<file path="config.mk">
export PLATFORM = sky130hd
export DESIGN_NAME = skid_fifo_reg
export DESIGN_NICKNAME = d
export VERILOG_FILES = /design/src/rtl/skid_fifo_reg.sv
export SDC_FILE = /design/constraint.sdc
export NUM_CORES = 1
export LEC_CHECK = 0
export CAP_MARGIN = 10
export CORE_MARGIN = 5
export CORE_UTILIZATION = 48
export CTS_CLUSTER_SIZE = 25
export DETAILED_ROUTE_END_ITERATION = 16
export GPL_TIMING_DRIVEN = 0
export PLACE_DENSITY = 0.85
export SETUP_SLACK_MARGIN = 0.4
export SYNTH_ARGS = -nofsm -noshare
export SYNTH_HDL_FRONTEND = slang
export SYNTH_SLANG_ARGS = --single-unit
</file>
<file path="constraint.sdc">
create_clock -name clk -period 4.1 [get_ports clk]
set_clock_uncertainty 0.1 [all_clocks]
set_input_delay 0.82 -clock clk [delete_from_list [all_inputs] [get_ports clk]]
set_output_delay 0.82 -clock clk [all_outputs]
set_load 0.005 [all_outputs]
</file>
<file path="src/rtl/skid_fifo_reg.sv">
// skid_fifo_reg: fully registered elastic buffer for valid/ready streams.
// Every output (m_valid, m_data, s_ready, count) is a flop, which cuts the
// valid and ready timing paths while sustaining one word per cycle.
//
// Parameters:
//   N      data width
//   DEPTH  total capacity, output register included (power of two, 2..64)
//   CW     occupancy width, derived, not overridable
// Ports:
//   clk, rst         clock, synchronous active-high reset
//   s_valid/s_data   upstream stream, s_ready back to upstream
//   m_valid/m_data   downstream stream, m_ready from downstream
//   flush            synchronous discard of all contents
//   count            current occupancy 0..DEPTH
//   stall_cnt        saturating count of cycles with m_valid & ~m_ready
// Build option:
//   SKID_FIFO_STALL_CNT_EN  enables stall_cnt (tied to zero otherwise)

module skid_fifo_reg #(
    parameter int N     = 32,
    parameter int DEPTH = 4,
    localparam int CW   = $clog2(DEPTH + 1)
) (
    input  logic          clk,
    input  logic          rst,
    input  logic          s_valid,
    input  logic [N-1:0]  s_data,
    output logic          s_ready,
    output logic          m_valid,
    output logic [N-1:0]  m_data,
    input  logic          m_ready,
    input  logic          flush,
    output logic [CW-1:0] count,
    output logic [15:0]   stall_cnt
);

    // Array behind the head register holds DEPTH-1 entries.
    localparam int AD = DEPTH - 1;
    localparam int PW = (AD > 1) ? $clog2(AD) : 1;
    localparam logic [PW-1:0] PLAST = PW'(AD - 1);

    logic [N-1:0]  mem [AD];
    logic [N-1:0]  head;
    logic [PW-1:0] rd_ptr;
    logic [PW-1:0] wr_ptr;
    logic          push;
    logic          pop;
    logic          arr_empty;
    logic          arr_load;
    logic          bypass;
    logic          arr_write;
    logic [CW-1:0] count_next;

    // Pointers wrap modulo DEPTH-1, which is not a power of two.
    function automatic logic [PW-1:0] ptr_inc(input logic [PW-1:0] p);
        return (p == PLAST) ? '0 : p + 1'b1;
    endfunction

    assign push       = s_valid & s_ready;
    assign pop        = m_valid & m_ready;
    // Head holds one word whenever count != 0, so the array is empty at <=1.
    assign arr_empty  = (count <= CW'(1));
    assign count_next = count + CW'(push) - CW'(pop);

    // Refill the head from the array when it drains; otherwise a push goes
    // straight into an empty (or emptying) head, or queues in the array.
    assign arr_load   = pop & ~arr_empty;
    assign bypass     = push & (~m_valid | pop) & arr_empty;
    assign arr_write  = push & ~bypass;

    always_ff @(posedge clk) begin
        if (rst) begin
            m_valid <= 1'b0;
            s_ready <= 1'b0;
            count   <= '0;
            rd_ptr  <= '0;
            wr_ptr  <= '0;
        end else if (flush) begin
            m_valid <= 1'b0;
            s_ready <= 1'b1;
            count   <= '0;
            rd_ptr  <= '0;
            wr_ptr  <= '0;
        end else begin
            count   <= count_next;
            m_valid <= (count_next != '0);
            s_ready <= (count_next < CW'(DEPTH));
            if (arr_load) begin
                rd_ptr <= ptr_inc(rd_ptr);
            end
            if (arr_write) begin
                wr_ptr <= ptr_inc(wr_ptr);
            end
        end
    end

    // Data storage needs no reset; validity is tracked by count/m_valid.
    always_ff @(posedge clk) begin
        if (arr_write) begin
            mem[wr_ptr] <= s_data;
        end
        if (arr_load) begin
            head <= mem[rd_ptr];
        end else if (bypass) begin
            head <= s_data;
        end
    end

    assign m_data = head;

`ifdef SKID_FIFO_STALL_CNT_EN
    logic [15:0] stall_q;

    always_ff @(posedge clk) begin
        if (rst || flush) begin
            stall_q <= '0;
        end else if (m_valid && !m_ready && stall_q != 16'hFFFF) begin
            stall_q <= stall_q + 16'd1;
        end
    end

    assign stall_cnt = stall_q;
`else
    assign stall_cnt = 16'h0000;
`endif

endmodule

</file>
# Word level (Yosys, flattened, before mapping)
# Memories as Yosys holds them, arrays and structs flattened. A register that Yosys moved wholly into a read port is not among the register bits.
# Cells that the tools add are included.
totals:
  register_bits: 41
  ram_bits: 96
  input_bits: 37
  out_inout_bits: 53
  wordCells: 37
  n_memories: 1
mem_list:
  columns: ["memory", "depth", "width", "rd", "rd_ports_with_merged_regs", "write_ports", "line", "source"]
  rows:
  - ["mem", 3, 32, 1, 1, 1, "42", "logic [N-1:0] mem [AD];"]
classes:
  add_sub_neg: 4
  magnitude_cmp: 2
  n_eq_ne: 2
  mux: 9
  bitwise_logic: 10
  n_reduce_logical: 3
ops:
  columns: ["op", "count"]
  rows:
  - ["2-to-1 mux 32 bit", 2]
  - ["2-to-1 mux 2 bit", 4]
  - ["bitwise AND 1 bit", 6]
  - ["adder 2 x 1 -> 2 bit, second input constant", 2]
  - ["equality test 2 bit, second input constant", 2]
  - ["adder 3 x 1 -> 3 bit", 1]
  - ["<= comparator 3 x 1 -> 1 bit, second input constant", 1]
  - ["less-than comparator 3 bit, second input constant", 1]
  - ["2-to-1 mux 1 bit", 3]
  - ["inverter 1 bit", 3]
  - ["nonzero test 3 bit", 1]
  - ["subtractor 3 x 1 -> 3 bit", 1]
  - ["nonzero test 2 bit", 1]
  - ["OR reduction 2 bit", 1]
  - ["OR 1 bit", 1]

# Longest topological paths before layout
# Gate-level depths: netlist (run 1).
depth:
  depth_word: 8
  depth_mapped: 9

# Worst setup path after synthesis (run 1)
# No wires, ideal clock.
synth_path:
  path_kind: "input to register"
  start: "input port m_ready"
  end: "memory mem[2][0], enable pin"
  setup_ns: 0.468
  arrival_ns: 3.576
  path_slack_ns: -0.044
  path_stages: 3
  n_path_buf: 0
  cell_sequence: "nand2b_1 > a21o_1 > nor3b_1"
synth_via:
  elab_chain_len: 8
synth_rtl:
  columns: ["element", "line", "source"]
  rows:
  - ["start: declaration", "31", "input logic m_ready,"]
  - ["bitwise AND 1 bit", "60", "assign pop = m_valid & m_ready;"]
  - ["OR 1 bit", "68", "assign bypass = push & (~m_valid | pop) & arr_empty;"]
  - ["bitwise AND 1 bit (2 in a row)", "68", null]
  - ["inverter 1 bit", "69", "assign arr_write = push & ~bypass;"]
  - ["bitwise AND 1 bit", "69", null]
  - ["2-to-1 mux 1 bit", "99", "if (arr_write) begin"]
  - ["2-to-1 mux 1 bit (implied by the code)", "100", "mem[wr_ptr] <= s_data;"]
  - ["end: declaration", "42", null]
# Every way passes these cells.

# Worst setup path after layout (run 1)
layout_path:
  start: "input port m_ready"
  end: "memory mem[2][8], enable pin"
# Same word-level chain as after synthesis.

==> results of run 1 <==
## registers in the layout, indices dropped and copies added, names as in the netlist, named ones only
name	flops
count	3
m_valid	1
mem	96
m_data	32
s_ready	1
rd_ptr	2
wr_ptr	2
## metrics by stage
step / TNS, ps / cells
after global placement: -44530 / 571
after CTS: 0 / 606
final: 0 / 606
after detailed placement: 0 / 575
after global routing: 0 / 606
after floorplan: 0 / 355
## critical path, stage by stage
cell and delay, ps:
clkdlybuf4s50_1 480, nand2b_1 210, a21o_1 280, nor3b_4 840, buf_16 250
## cell families (layout without fill, tap and decap cells)
group / after synthesis / in the layout / share of synthesized area
compound gates: 39 / 39 / 0.0360
flops: 139 / 139 / 0.735
fa+ha+maj: 4 / 4 / 0.0104
xor+xnor: 1 / 1 / 0.00158
simple gates: 54 / 54 / 0.0450
other cells: 1 / 16 / 0.000678
buf+inv: 36 / 144 / 0.0450
mux: 66 / 66 / 0.127
## path summary, 6_finish.rpt
path	start	to	slack [ps]	cells after the start
max	m_ready	mem[2][8]	1220	5
min	rd_ptr[0]	rd_ptr[0]	400	2
max reg2reg	count[1]	mem[2][8]	1610	5
min reg2reg	rd_ptr[0]	rd_ptr[0]	400	2
## where the power goes
group          internal [mW]  switching (mW)
registers               1.59          0.0115
clock network          0.947           0.548
logic                  0.119          0.0831
## cell type report
cell class | instances | area (um2)
Multi-Input combinational cell | 180 | 1320
Tap cell | 143 | 179
Sequential cell | 139 | 4060
Fill cell | 831 | 4140
Inverter | 5 | 18.8
Timing Repair Buffer | 77 | 841
Clock inverter | 13 | 153
Clock buffer | 18 | 429
Buffer | 31 | 230
## Yosys cell counts (all sizes together), types with 2 or more instances
master	count	area (um2)
o21ai	33	165
dfxtp	11	220
inv	5	18.8
buf	26	211
nand3b	2	27.5
or3	2	12.5
mux2	32	360
nor3b	2	15.0
nand2	37	139
mux2i	34	340
edfxtp	128	3840
ha	3	37.5
clkbuf	5	18.8
a21oi	4	20.0
nor2	6	22.5
## per-layer routing
metal	share of wire	track usage	wire [um]
met5	0	0	0
met4	0.0096	0.0573	101
met3	0.051	0.0457	539
met2	0.53	0.271	5530
met1	0.41	0.181	4350
==> metrics.yaml, run 1 <==
clock_network:
  max-clock-path-buffers: 2
  htreeDepth: 4
  cts_setup_buffers: 0
  path_clk_slew_ps: 50
  cts.repair.resized: 0
  cts_buffers: 17
  cts_tree: "yes"
  cts_root_buf: "clkbuf_16"
  ctsHoldBuffers: 0
  clock_sinks: 139
  clock_latency_ps: 400
final_layout:
  fin_util: 0.636
  final_common_cell: "edfxtp_1"
  fin_nets: 492
  areaGrowthSynthToFinish_pct: 30.8
  final_cell_mix: "edfxtp_1, clkdlybuf4s50_1, nand2_1, mux2i_1, mux2_2"
  design_area_um2: 7230
  drive_above_1_share: 0.205
  diodes: 0
die:
  rows: 39
  die_w_um: 117
  coreArea_um2: 11400
  die_h_um: 117
  start_util: 0.487
  io_pins: 90
  dieArea_um2: 13800
global_route:
  grt_pass1_wl_um: 16800
  grt_max_degree: 18
  grt.overflow.total: 0
  grt_pass1_vias: 3256
  antenna_found_initial: 0
  grt_usage: 0.155
sta:
  fin_crit_sh: 0.702
  rsz0062_at_grt: "no"
  finalHoldViolCount: 0
  period_needed_ps: 2880
  drv_slew: 0
  setup_viol: 0
  fmax_ghz: 0.347
  timing.hold.ws_ps: 398
  worst_slack_ps: 1220
  tightestPinTransition_ps: 978
  slew_headroom: 0.348
power:
  ir_worst_vdd_mv: 0.254
  finalPower_mw: 3.30
  power_leakage_nw: 2.42
  powerDensity_nw_per_um2: 457
synthesis:
  synth_area_um2: 5530
  synth_cell_types: 30
  yosysSeqAreaShare: 0.735
  yosys_warnings: 0
  synth_flop_cell: "edfxtp_1"
  syn_area_per_cell_um2: 16.3
  netlist_instances: 340
  synth_edf_count: 128
  ys_ff_latch: 139
  ys_async_sr_fraction: 0
detailed_routing:
  drt_pre_antenna_iters: 4
  vias: 3062
  drc_errors: 0
  routed_wl_um: 10500
  ant_nets: 0
  drtIter0Drc: 119
  viasPerCell: 5.05
  wire_per_inst_um: 17.4
place:
  portBuffers: 73
  place_area_um2: 6650
  hpwl_um: 6970
  post-place-ws_ps: 788
  gp_congestion: 0.743
critical_path:
  crit_type: "primary input to register"
  cp.arrival_ps: 2890
  cp_max_fo: 17
  endpoint_kind: "register"
  cp.required_ps: 4110
  start_kind: "primary input"
run_status:
  status: "completed"
min_path:
  hp-class: "register to register"
run:
  cap_viol_max_count: 0
(Power assumes the default switching activity.)
==> run 2, diff against run 1 <==
--- a/config.mk
+++ b/config.mk
@@ -7,11 +7,11 @@
 export LEC_CHECK = 0
 export CAP_MARGIN = 10
 export CORE_MARGIN = 5
-export CORE_UTILIZATION = 48
+export CORE_UTILIZATION = 53
 export CTS_CLUSTER_SIZE = 25
 export DETAILED_ROUTE_END_ITERATION = 16
 export GPL_TIMING_DRIVEN = 0
-export PLACE_DENSITY = 0.85
+export PLACE_DENSITY = 0.88
 export SETUP_SLACK_MARGIN = 0.4
 export SYNTH_ARGS = -nofsm -noshare
 export SYNTH_HDL_FRONTEND = slang
==> constraint.sdc (replaced) <==
create_clock -name clk -period 2.9 [get_ports clk]
set_clock_uncertainty 0.1 [all_clocks]
set_input_delay 0.58 -clock clk [delete_from_list [all_inputs] [get_ports clk]]
set_output_delay 0.58 -clock clk [all_outputs]
set_load 0.005 [all_outputs]
==> run 2 against run 1 <==
First-iteration DRC count increased by 15%; critical path depth is the same; global-route usage grew 1.7 points; largest cell class unchanged; core utilization up 7.7 points; highest routed layer unchanged; critical endpoint is now mem[0][3]; routed wire length is 1.7% lower; clock-buffer cell count is the same; largest power group unchanged; cell count shrank 0.33%.
==> metrics.yaml, run 2 (synthesized netlist as in run 1, its figures left out) <==
sta:
  finalHoldViolCount: 0
  drv_slew: 0
  rsz0062_at_grt: "no"
  setup_viol: 0
  fin_crit_sh: 0.829
  slew_headroom: 0.415
  period_needed_ps: 2400
  setup_tns_ps: 0
  tightestPinTransition_ps: 875
  fmax_ghz: 0.416
place:
  post-place-cells: 568
  gp_congestion: 0.774
  portBuffers: 73
  place_area_um2: 6640
  hpwl_um: 6580
die:
  rows: 37
  io_pins: 90
  die_h_um: 112
  dieArea_um2: 12600
  start_util: 0.541
  die_w_um: 112
  coreArea_um2: 10200
final_layout:
  final_common_cell: "edfxtp_1"
  design_area_um2: 7290
  layout.cells.non_filler: 604
  largest_reg_flops: 96
  final-seq-area_um2: 4060
  fin_nets: 496
  top_register: "mem"
  nFillCells: 683
  drive_above_1_share: 0.207
  areaGrowthSynthToFinish_pct: 31.9
  diodes: 0
  fin_util: 0.713
  final_cell_mix: "edfxtp_1, clkdlybuf4s50_1, nand2_1, mux2i_1, mux2_2"
  multi_input_area_um2: 1320
power:
  powerDensity_nw_per_um2: 645
  power_leakage_nw: 2.45
  finalPower_mw: 4.70
  ir_worst_vdd_mv: 0.354
critical_path:
  start_kind: "primary input"
  cp_max_fo: 17
  endpoint_kind: "register"
  cp.required_ps: 3010
  crit_type: "primary input to register"
  cp.arrival_ps: 2510
detailed_routing:
  drtIter0Drc: 137
  routed_wl_um: 10300
  viasPerCell: 5.05
  drc_errors: 0
  wire_per_inst_um: 17.1
  ant_nets: 0
  vias: 3050
  drt_pre_antenna_iters: 4
global_route:
  grt_pass1_vias: 3235
  grt.overflow.total: 0
  grt_pass1_wl_um: 16700
  grt_max_degree: 18
  grt_usage: 0.172
  antenna_found_initial: 0
run:
  cap_viol_max_count: 0
clock_network:
  path_clk_slew_ps: 60
  htreeDepth: 4
  cts_buffers: 17
  cts_tree: "yes"
  clock_sinks: 139
  cts_root_buf: "clkbuf_8"
  ctsHoldBuffers: 0
  max-clock-path-buffers: 2
  clock_latency_ps: 510
min_path:
  hp-class: "register to register"
run_status:
  status: "completed"
==> run 2: layout make-up <==
type,instances,area share
Tap cell,136,0.0233
Clock inverter,14,0.0244
Inverter,5,0.00257
Buffer,31,0.0316
Clock buffer,18,0.0573
Sequential cell,139,0.557
Multi-Input combinational cell,180,0.181
Timing Repair Buffer,81,0.123
==> run 2: metal layers <==
metal | global-route usage | vias up | routed length, um
met1 | 0.212 | 1480 | 4340
met5 | 0 | - | 0
met4 | 0.0529 | 0 | 41
met2 | 0.291 | 105 | 5330
li1 | - | 1461 | -
met3 | 0.0550 | 4 | 636
==> run 2: path summary, 6_finish.rpt <==
path	from	endpoint	slack (ps)	depth (start not counted)
min	rd_ptr[1]	rd_ptr[1]	380	2
max reg2reg	count[1]	mem[0][3]	530	5
min reg2reg	rd_ptr[1]	rd_ptr[1]	380	2
max	m_ready	mem[0][3]	500	5
==> run 2: what timing repair did <==
action | 4_1_cts | 5_1_grt
resized for setup | 0 | 0
endpoints found under the hold margin | 0 | 0
setup buffers | 4 | 0
endpoints found under the setup margin | 34 | 0
==> run 2: metrics by stage <==
step	hold slack [ps]	setup slack, ps
after global placement	357	-536
final	381	496
after CTS	383	486
after global routing	409	426
after floorplan	348	473
after detailed placement	374	-163
==> run 2: power breakdown <==
part	internal, mW	total [mW]	switching [mW]	leakage, nW
clock	1.38	2.15	0.767	0.285
sequential	2.25	2.27	0.0166	1.25
combinational	0.169	0.284	0.115	0.909
==> run 2: worst max-delay path, cell delays in order <==
cell and delay [ps]:
clkdlybuf4s50_1 470, nand2b_1 210, a21o_1 290, nor3_4 700, buf_16 250
==> run 3, diff against run 2 <==
--- a/config.mk
+++ b/config.mk
@@ -7,11 +7,11 @@
 export LEC_CHECK = 0
 export CAP_MARGIN = 10
 export CORE_MARGIN = 5
-export CORE_UTILIZATION = 53
+export CORE_UTILIZATION = 48
 export CTS_CLUSTER_SIZE = 25
 export DETAILED_ROUTE_END_ITERATION = 16
 export GPL_TIMING_DRIVEN = 0
-export PLACE_DENSITY = 0.88
+export PLACE_DENSITY = 0.85
 export SETUP_SLACK_MARGIN = 0.4
 export SYNTH_ARGS = -nofsm -noshare
 export SYNTH_HDL_FRONTEND = slang
==> constraint.sdc (replaced) <==
create_clock -name clk -period 2.03 [get_ports clk]
set_clock_uncertainty 0.1 [all_clocks]
set_input_delay 0.406 -clock clk [delete_from_list [all_inputs] [get_ports clk]]
set_output_delay 0.406 -clock clk [all_outputs]
set_load 0.005 [all_outputs]
==> run 3 against run 2 <==
Routed wire length grew 24%; core utilization fell by 0.36 points; critical endpoint is now m_data[4]; first-iteration DRC count increased by 58%; clock power increased by 48%; die area up 9.5%; sequential share of layout area shrank 5.2 points; sequential cell count unchanged; largest cell class unchanged; critical path depth up 1.
==> metrics.yaml, run 3 (synthesized netlist as in run 1, its figures left out) <==
clock_network:
  clock_sinks: 139
  cts_tree: "yes"
  max-clock-path-buffers: 2
  cts_buffers: 17
  htreeDepth: 4
  clock_latency_ps: 410
  cts_root_buf: "clkbuf_16"
  path_clk_slew_ps: 60
die:
  rows: 39
  io_pins: 90
  start_util: 0.487
  die_w_um: 117
  dieArea_um2: 13800
  die_h_um: 117
  coreArea_um2: 11400
place:
  place_area_um2: 6680
  post-place-ws_ps: -764
  post-place-cells: 575
  hpwl_um: 6880
  gp_congestion: 0.716
  portBuffers: 73
detailed_routing:
  drt_pre_antenna_iters: 4
  vias: 3313
  drc_errors: 0
  routed_wl_um: 12800
  ant_nets: 0
  viasPerCell: 5.11
  wire_per_inst_um: 19.8
  drtIter0Drc: 216
critical_path:
  endpoint: "m_data[4]"
  cp_slowest_stage_delay_ps: 340
  crit_type: "register to register"
  cpLargestDelayFamily: "buffers and inverters"
  cp_max_fo: 10
  rr_worst_depth: 6
  r2r-end: "m_data[4]"
  r2r_slack_ps: 170
  cp.required_ps: 2090
  critPathLaunch: "count[1]"
  crit_cells: 6
  endpoint_kind: "register"
  cp_common_cell: "buf_6"
  critical_path.cell_chain: "inv_2 -> ha_4 -> buf_6 -> nand3b_4 -> buf_6 -> mux2_1"
  cp.arrival_ps: 1910
  path_buf_inv: 3
  cpMaxStageDelayCell: "dfxtp_2"
  start_kind: "register"
  r2r_start: "count[1]"
final_layout:
  fin_nets: 535
  largest_reg_flops: 96
  design_area_um2: 8070
  final_cell_mix: "edfxtp_1, nand2_1, dlygate4sd2_1, mux2i_1, clkdlybuf4s50_1"
  nFillCells: 734
  diodes: 0
  final-seq-area_um2: 4070
  drive_above_1_share: 0.327
  top_register: "mem"
  areaGrowthSynthToFinish_pct: 45.8
  final_common_cell: "edfxtp_1"
  layout.cells.non_filler: 648
  multi_input_area_um2: 1430
global_route:
  grt_usage: 0.182
  met3_usage: 0.0525
  grt_max_degree: 17
  grt_pass1_vias: 3480
  met2_usage: 0.303
  grt.overflow.total: 0
  grt_pass1_wl_um: 19400
  grt_busiest_layer: "met2"
  met1_usage: 0.229
  antenna_found_initial: 0
sta:
  slew_headroom: 0.654
  period_needed_ps: 1860
  tightestPinTransition_ps: 519
  finalHoldViolCount: 0
  timing.hold.ws_ps: 461
  worst_slack_ps: 172
  drv_slew: 0
  fmax_ghz: 0.538
  rsz0062_at_grt: "yes"
  setup_viol: 0
  fin_crit_sh: 0.915
power:
  ir_worst_vdd_mv: 0.553
  power_leakage_nw: 2.86
  finalPower_mw: 6.92
  powerDensity_nw_per_um2: 858
run_status:
  status: "completed"
run:
  cap_viol_max_count: 0
min_path:
  hp-class: "register to register"
run 3: how the worst min path moves through the flow:
stage | startpoint | end | slack, ps | cells after the start
floorplan | rd_ptr[0] | register | 350 | 2
detailed placement | rd_ptr[1] | rd_ptr[1] | 390 | 2
finish | rd_ptr[1] | rd_ptr[1] | 460 | 2
global placement | rd_ptr[1] | register | 360 | 2
global route | rd_ptr[1] | rd_ptr[1] | 480 | 2
CTS | rd_ptr[1] | rd_ptr[1] | 400 | 2
run 3: layout make-up:
class / count / area share
flip-flops and latches: 139 / 0.505
well taps: 143 / 0.0222
clock buffers: 18 / 0.0532
plain buffers: 31 / 0.0307
inverters: 5 / 0.00233
clock inverters: 12 / 0.0216
repair buffers: 120 / 0.188
multi-input cells: 180 / 0.177
run 3: where the power goes:
group	total, mW	switching (mW)	internal (mW)
sequential	3.24	0.0211	3.22
clock	3.18	1.14	2.04
combinational	0.501	0.210	0.291
total	6.92	1.37	5.55
run 3: timing repair:
item	4_1_cts	5_1_grt
endpoints found under the setup margin	199	171
gates cloned	8	4
setup buffers	23	8
pin swaps	11	10
gates resized for setup	76	26
hold buffers	0	0
run 3: metal layers:
| metal | vias up | routed length [um] |
|---|---|---|
| li1 | 1548 | - |
| met1 | 1645 | 5410 |
| met2 | 102 | 6570 |
| met3 | 18 | 647 |
| met4 | 0 | 205 |
| met5 | - | 0 |
run 3: per-stage QoR:
step,setup TNS [ps],utilization
3_5_place_dp,-79140,0.588
6_report,0,0.709
2_1_floorplan,-12290,-
3_3_place_gp,-147050,0.577
5_1_grt,0,0.709
4_1_cts,0,0.690
run 3: worst min-delay path: cells and delay by family, from the launching register on:
family | cells | cell delay (ps)
flops | 1 | 330
simple gates | 1 | 110
compound gates | 1 | 70
==> RTL change 1 (flow settings as in run 3) <==
Register the output `count` once more, cleared by the reset; this adds one clock of latency there. The other outputs are not delayed to match. Comments in the files are not updated.
--- a/src/rtl/skid_fifo_reg.sv
+++ b/src/rtl/skid_fifo_reg.sv
@@ -39,6 +39,8 @@
     localparam int PW = (AD > 1) ? $clog2(AD) : 1;
     localparam logic [PW-1:0] PLAST = PW'(AD - 1);
 
+    logic [CW-1:0] count_s0;
+
     logic [N-1:0]  mem [AD];
     logic [N-1:0]  head;
     logic [PW-1:0] rd_ptr;
@@ -59,8 +61,8 @@
     assign push       = s_valid & s_ready;
     assign pop        = m_valid & m_ready;
     // Head holds one word whenever count != 0, so the array is empty at <=1.
-    assign arr_empty  = (count <= CW'(1));
-    assign count_next = count + CW'(push) - CW'(pop);
+    assign arr_empty  = (count_s0 <= CW'(1));
+    assign count_next = count_s0 + CW'(push) - CW'(pop);
 
     // Refill the head from the array when it drains; otherwise a push goes
     // straight into an empty (or emptying) head, or queues in the array.
@@ -72,17 +74,17 @@
         if (rst) begin
             m_valid <= 1'b0;
             s_ready <= 1'b0;
-            count   <= '0;
+            count_s0 <= '0;
             rd_ptr  <= '0;
             wr_ptr  <= '0;
         end else if (flush) begin
             m_valid <= 1'b0;
             s_ready <= 1'b1;
-            count   <= '0;
+            count_s0 <= '0;
             rd_ptr  <= '0;
             wr_ptr  <= '0;
         end else begin
-            count   <= count_next;
+            count_s0 <= count_next;
             m_valid <= (count_next != '0);
             s_ready <= (count_next < CW'(DEPTH));
             if (arr_load) begin
@@ -124,5 +126,13 @@
     assign stall_cnt = 16'h0000;
 `endif
 
+    always_ff @(posedge clk) begin
+        if (rst) begin
+            count <= '0;
+        end else begin
+            count <= count_s0;
+        end
+    end
+
 endmodule
 
Behaviour: not the same (a bounded check fails within 4 cycles, from zero or initial values and one cycle with rst high).
==> RTL change 1 against run 3 <==
Power increased by 1.7%. Critical path type unchanged. Largest power group unchanged. Worst setup slack improved by 28 ps. Design area increased by 3.9%. Clock power about the same. First-iteration DRC count decreased by 26%. Sequential cell count increased by 3. Synthesized area increased by 1.1%. Routed wire length increased by 6.7%.
==> RTL change 1: results (changes against run 3) <==
[clock_tree]
cts_buffers = 17  ; unchanged
root_buffer = clkbuf_16  ; unchanged
clk_latency_ps = 410  ; about the same
cts_max_path_buffers = 2  ; unchanged
clk_pin_slew_worst_paths_ps = 60  ; about the same
h-tree-depth = 4  ; unchanged

[drt]
drt_wl_total_um = 13690  ; was 12830 um
drt-pass1-iter-count = 4  ; unchanged
viasPerCell = 5.197  ; was 5.113
drt-initial-drc-count = 159  ; was 216

[logic_synthesis]
synth_common_cells = 128 x edfxtp_1, 37 x nand2_1, 34 x mux2i_1, 29 x mux2_2, 23 x o21ai_0  ; was 128 x edfxtp_1, 37 x nand2_1, 34 x mux2i_1, 31 x mux2_2, 20 x buf_4
synthArstFlopShare_pct = 0  ; unchanged
synth_ff_type = edfxtp_1  ; unchanged
yosys-top-cells-area = edfxtp_1 69%, mux2i_1 6.1%, mux2_2 5.8%, dfxtp_1 5.0%, nand2_1 2.5%  ; was edfxtp_1 69%, mux2_2 6.3%, mux2i_1 6.2%, dfxtp_1 4.0%, buf_4 2.7%
synth_edf_count = 128  ; unchanged
synth_mux_area_share_pct = 12.53  ; was 12.67%
synthXorXnorAreaFrac_pct = 0.1566  ; was 0.1583%
synth-seq-area-share_pct = 73.72  ; was 73.47%
synth-compound-area-share_pct = 3.556  ; was 3.596%
synth_adder_area_share_pct = 1.029  ; was 1.040%
ys_types = 31  ; was 30
synth_warnings = 0  ; unchanged

[global_route]
grt_usage_pct = 18.95  ; was 18.22%
grt_pass1_wl_um = 20060  ; was 19350 um
gr-total-overflow = 0  ; unchanged
antenna_found_initial = 0  ; unchanged
grt_pass1_vias = 3607  ; was 3480
grt_max_degree = 17  ; unchanged

[setup_path]
worstRegToRegCells = 7  ; was 6
critPathMaxFanout = 8  ; was 10
critical_path_arrival_ps = 1850  ; was 1910 ps

[layout]
top_register = mem  ; unchanged
nNetsFinal = 550  ; was 535
drive_gt1_share_pct = 33.14  ; was 32.67%
largest_reg_flops = 96  ; unchanged
antennaDiodeCount = 0  ; unchanged

[sta]
worst_pin_slew_ps = 531.9  ; was 518.5 ps

[power_and_ir_drop]
net-switching-power_mw = 1.400  ; was 1.375 mW
ir_worst_vdd_mv = 0.5891  ; was 0.5531 mV
leakage_nw = 3.010  ; was 2.863 nW

[status]
status = finished, final reports clean  ; unchanged

[hold_path]
min_delay_path_depth = 2  ; unchanged
hold_path_class = flip-flop to flip-flop  ; unchanged

[placed_design]
gp_congestion = 0.7370  ; was 0.7160
placed_cell_area_um2 = 6775  ; was 6681 um2
dp_hpwl_um = 7161  ; was 6879 um
port_buffers = 73  ; unchanged

## RTL change 1: cell count changes in the layout (fill, tap and decap cells not counted), sizes merged, moves of 2 or more
cell	delta
nor2	+2
clkinvlp	+4
dfxtp	+3
dlygate4sd2	+2
buf	+10
clkinv	-3
## RTL change 1: power by group through the flow
| stage | clock [mW] | combinational, mW | sequential (mW) |
|---|---|---|---|
| after floorplan | 0 | 0.147 | 3.37 |
| after global placement | 0 | 0.384 | 3.37 |
| after detailed placement | 0 | 0.424 | 3.37 |
| after CTS | 3.21 | 0.483 | 3.30 |
| after global routing | 3.38 | 0.581 | 3.31 |
| final | 3.19 | 0.542 | 3.30 |
## RTL change 1: worst paths after layout
check | slack (ps) | startpoint | end
min reg2reg | 430 | rd_ptr[0] | rd_ptr[0]
min | 430 | rd_ptr[0] | rd_ptr[0]
max reg2reg | 200 | m_valid | mem[1][5]
max | 200 | m_valid | mem[1][5]
## RTL change 1: per-stage QoR
stage          power (mW)  utilization [%]  hold slack, ps  setup slack (ps)  std cells
2_1_floorplan       3.521                -           348.0            -131.7        361
3_3_place_gp        3.752            58.31           358.8             -1156        577
3_5_place_dp        3.791            59.34           380.2            -812.3        581
4_1_cts             6.992            71.44           375.5             234.4        657
5_1_grt             7.271            73.38           466.4             142.7        665
6_report            7.037            73.38           430.0             200.0        665
## RTL change 1: logic make-up after synthesis
logic type,after synthesis
muxes,66
AOI/OAI and AO/OA,39
xor gates and xnor gates,1
other,1
buffers and inverters,36
and+or+nand+nor,57
DFF,142
adders and majority gates,4
## RTL change 1: cell type report
type	instances	area, um2
plain buffers	31	282.8
clock buffers	20	436.7
clock inverters	12	168.9
fillers	710	3039
inverters	5	21.27
multi-input cells	183	1468
flip-flops and latches	142	4131
well taps	143	178.9
repair buffers	129	1692
## RTL change 1: timing repair
item                                    in CTS  in global routing
gates resized for setup                     86                 25
gates cloned                                10                  3
endpoints found under the setup margin     197                168
pin swaps                                    7                  4
setup buffers                               34                  5
## RTL change 1: metal layers
layer / GRT usage (%) / wire length (um) / vias to the layer above
met5: 0 / 0 / -
met4: 8.029 / 211 / 0
met3: 5.574 / 697 / 23
met2: 32.64 / 7540 / 119
met1: 21.99 / 5238 / 1724
li1: - / - / 1590
## RTL change 1: worst max-delay path: stages (launching register included)
cell and delay [ps]:
dfxtp_4 360, buf_4 150, nand2b_4 70, a21o_4 240
nor3b_4 200, buf_6 170, buf_12 120, buf_16 120
==> RTL change 2 (flow settings as in run 3) <==
Without the edit above. Set the parameter `N` to 64 (it was 32).
--- a/src/rtl/skid_fifo_reg.sv
+++ b/src/rtl/skid_fifo_reg.sv
@@ -17,7 +17,7 @@
 //   SKID_FIFO_STALL_CNT_EN  enables stall_cnt (tied to zero otherwise)
 
 module skid_fifo_reg #(
-    parameter int N     = 32,
+    parameter int N     = 64,
     parameter int DEPTH = 4,
     localparam int CW   = $clog2(DEPTH + 1)
 ) (
Ports: changed (resized m_data and s_data); port bits go from 90 to 154. The function was not compared with the original's and may differ.
==> RTL change 2 against run 3 <==
Sequential cell count rose by 128. Worst setup slack worse by 90 ps. Routed wire length grew 100%. Synthesized area grew 89%. Power rose by 80%. Design area is 88% higher. Non-clock buffer count is 142 higher. Hold slack got worse by 100 ps. Die area increased by 80%. Critical endpoint is now mem[1][34].
==> RTL change 2: results (changes against run 3) <==
[global_route]
grt_pass1_vias = 6441  ; was 3480
grt_usage_pct = 19.27  ; was 18.22%
met3_usage_pct = 3.272  ; was 5.245%
grt_max_degree = 18  ; was 17

[drt]
wl_met3_um = 1507  ; was 647 um
drt-met1-wl_um = 10220  ; was 5407 um
wire_per_inst_um = 21.43  ; was 19.80 um

[hold_path]
hold_path_class = input pin to flip-flop  ; was flip-flop to flip-flop

[setup_path]
crit-reg2reg-capture = mem[1][34]  ; was m_data[4]
critical_path_arrival_ps = 2100  ; was 1910 ps
critPathMaxFanout = 5  ; was 10
cp_slowest_cell = dfxtp_4  ; was dfxtp_2
r2r_slack_ps = 80  ; was 170 ps
cpPeakStageDelay_ps = 360  ; was 340 ps

[layout]
area_growth_pct = 45.35  ; was 45.80%
nNetsFinal = 975  ; was 535
stdcell_count = 1203  ; was 648

[logic_synthesis]
synth_common_cells = 256 x edfxtp_1, 69 x nand2_1, 66 x mux2i_1, 64 x o21ai_1, 46 x mux2_2  ; was 128 x edfxtp_1, 37 x nand2_1, 34 x mux2i_1, 31 x mux2_2, 20 x buf_4
synth_edf_count = 256  ; was 128
synthCells = 610  ; was 340
synth-seq-area-share_pct = 75.77  ; was 73.47%
ys_types = 31  ; was 30

[clock_tree]
cts_max_path_buffers = 3  ; was 2
clk_latency_ps = 540  ; was 410 ps
postCtsSetupBuffers = 56  ; was 23
cts_buffers = 27  ; was 17

[placed_design]
place_ws_ps = -833.2  ; was -763.6 ps
gp_congestion = 0.7246  ; was 0.7160
port_buffers = 137  ; was 73

[power_and_ir_drop]
ir_worst_vdd_mv = 0.5590  ; was 0.5531 mV

[status]
status = finished, final reports clean  ; unchanged

[RTL change 2: cells by family after synthesis]
family | Yosys count | share of synthesized area, %
AO/OA/AOI/OAI | 71 | 3.441
XOR/XNOR | 1 | 0.08394
adder cells (fa/ha/maj) | 4 | 0.5515
buffers and inverters | 50 | 3.345
flip-flops | 267 | 75.77
multiplexers | 130 | 13.24
other | 1 | 0.03593
AND/OR/NAND/NOR | 86 | 3.537
[RTL change 2: cell type report]
| class | count | share of cell area [%] |
|---|---|---|
| Inverter | 5 | 0.1567 |
| Sequential cell | 267 | 52.20 |
| Tap cell | 280 | 2.309 |
| Clock buffer | 29 | 4.503 |
| Multi-Input combinational cell | 308 | 16.21 |
| Clock inverter | 21 | 1.716 |
| Buffer | 45 | 2.697 |
| Timing Repair Buffer | 248 | 20.21 |
[RTL change 2: report_power, final]
part / switching, mW / total (mW) / internal, mW
logic: 0.403 / 0.958 / 0.554
clock network: 2.07 / 5.27 / 3.20
registers: 0.0437 / 6.26 / 6.21
total: 2.52 / 12.5 / 9.96
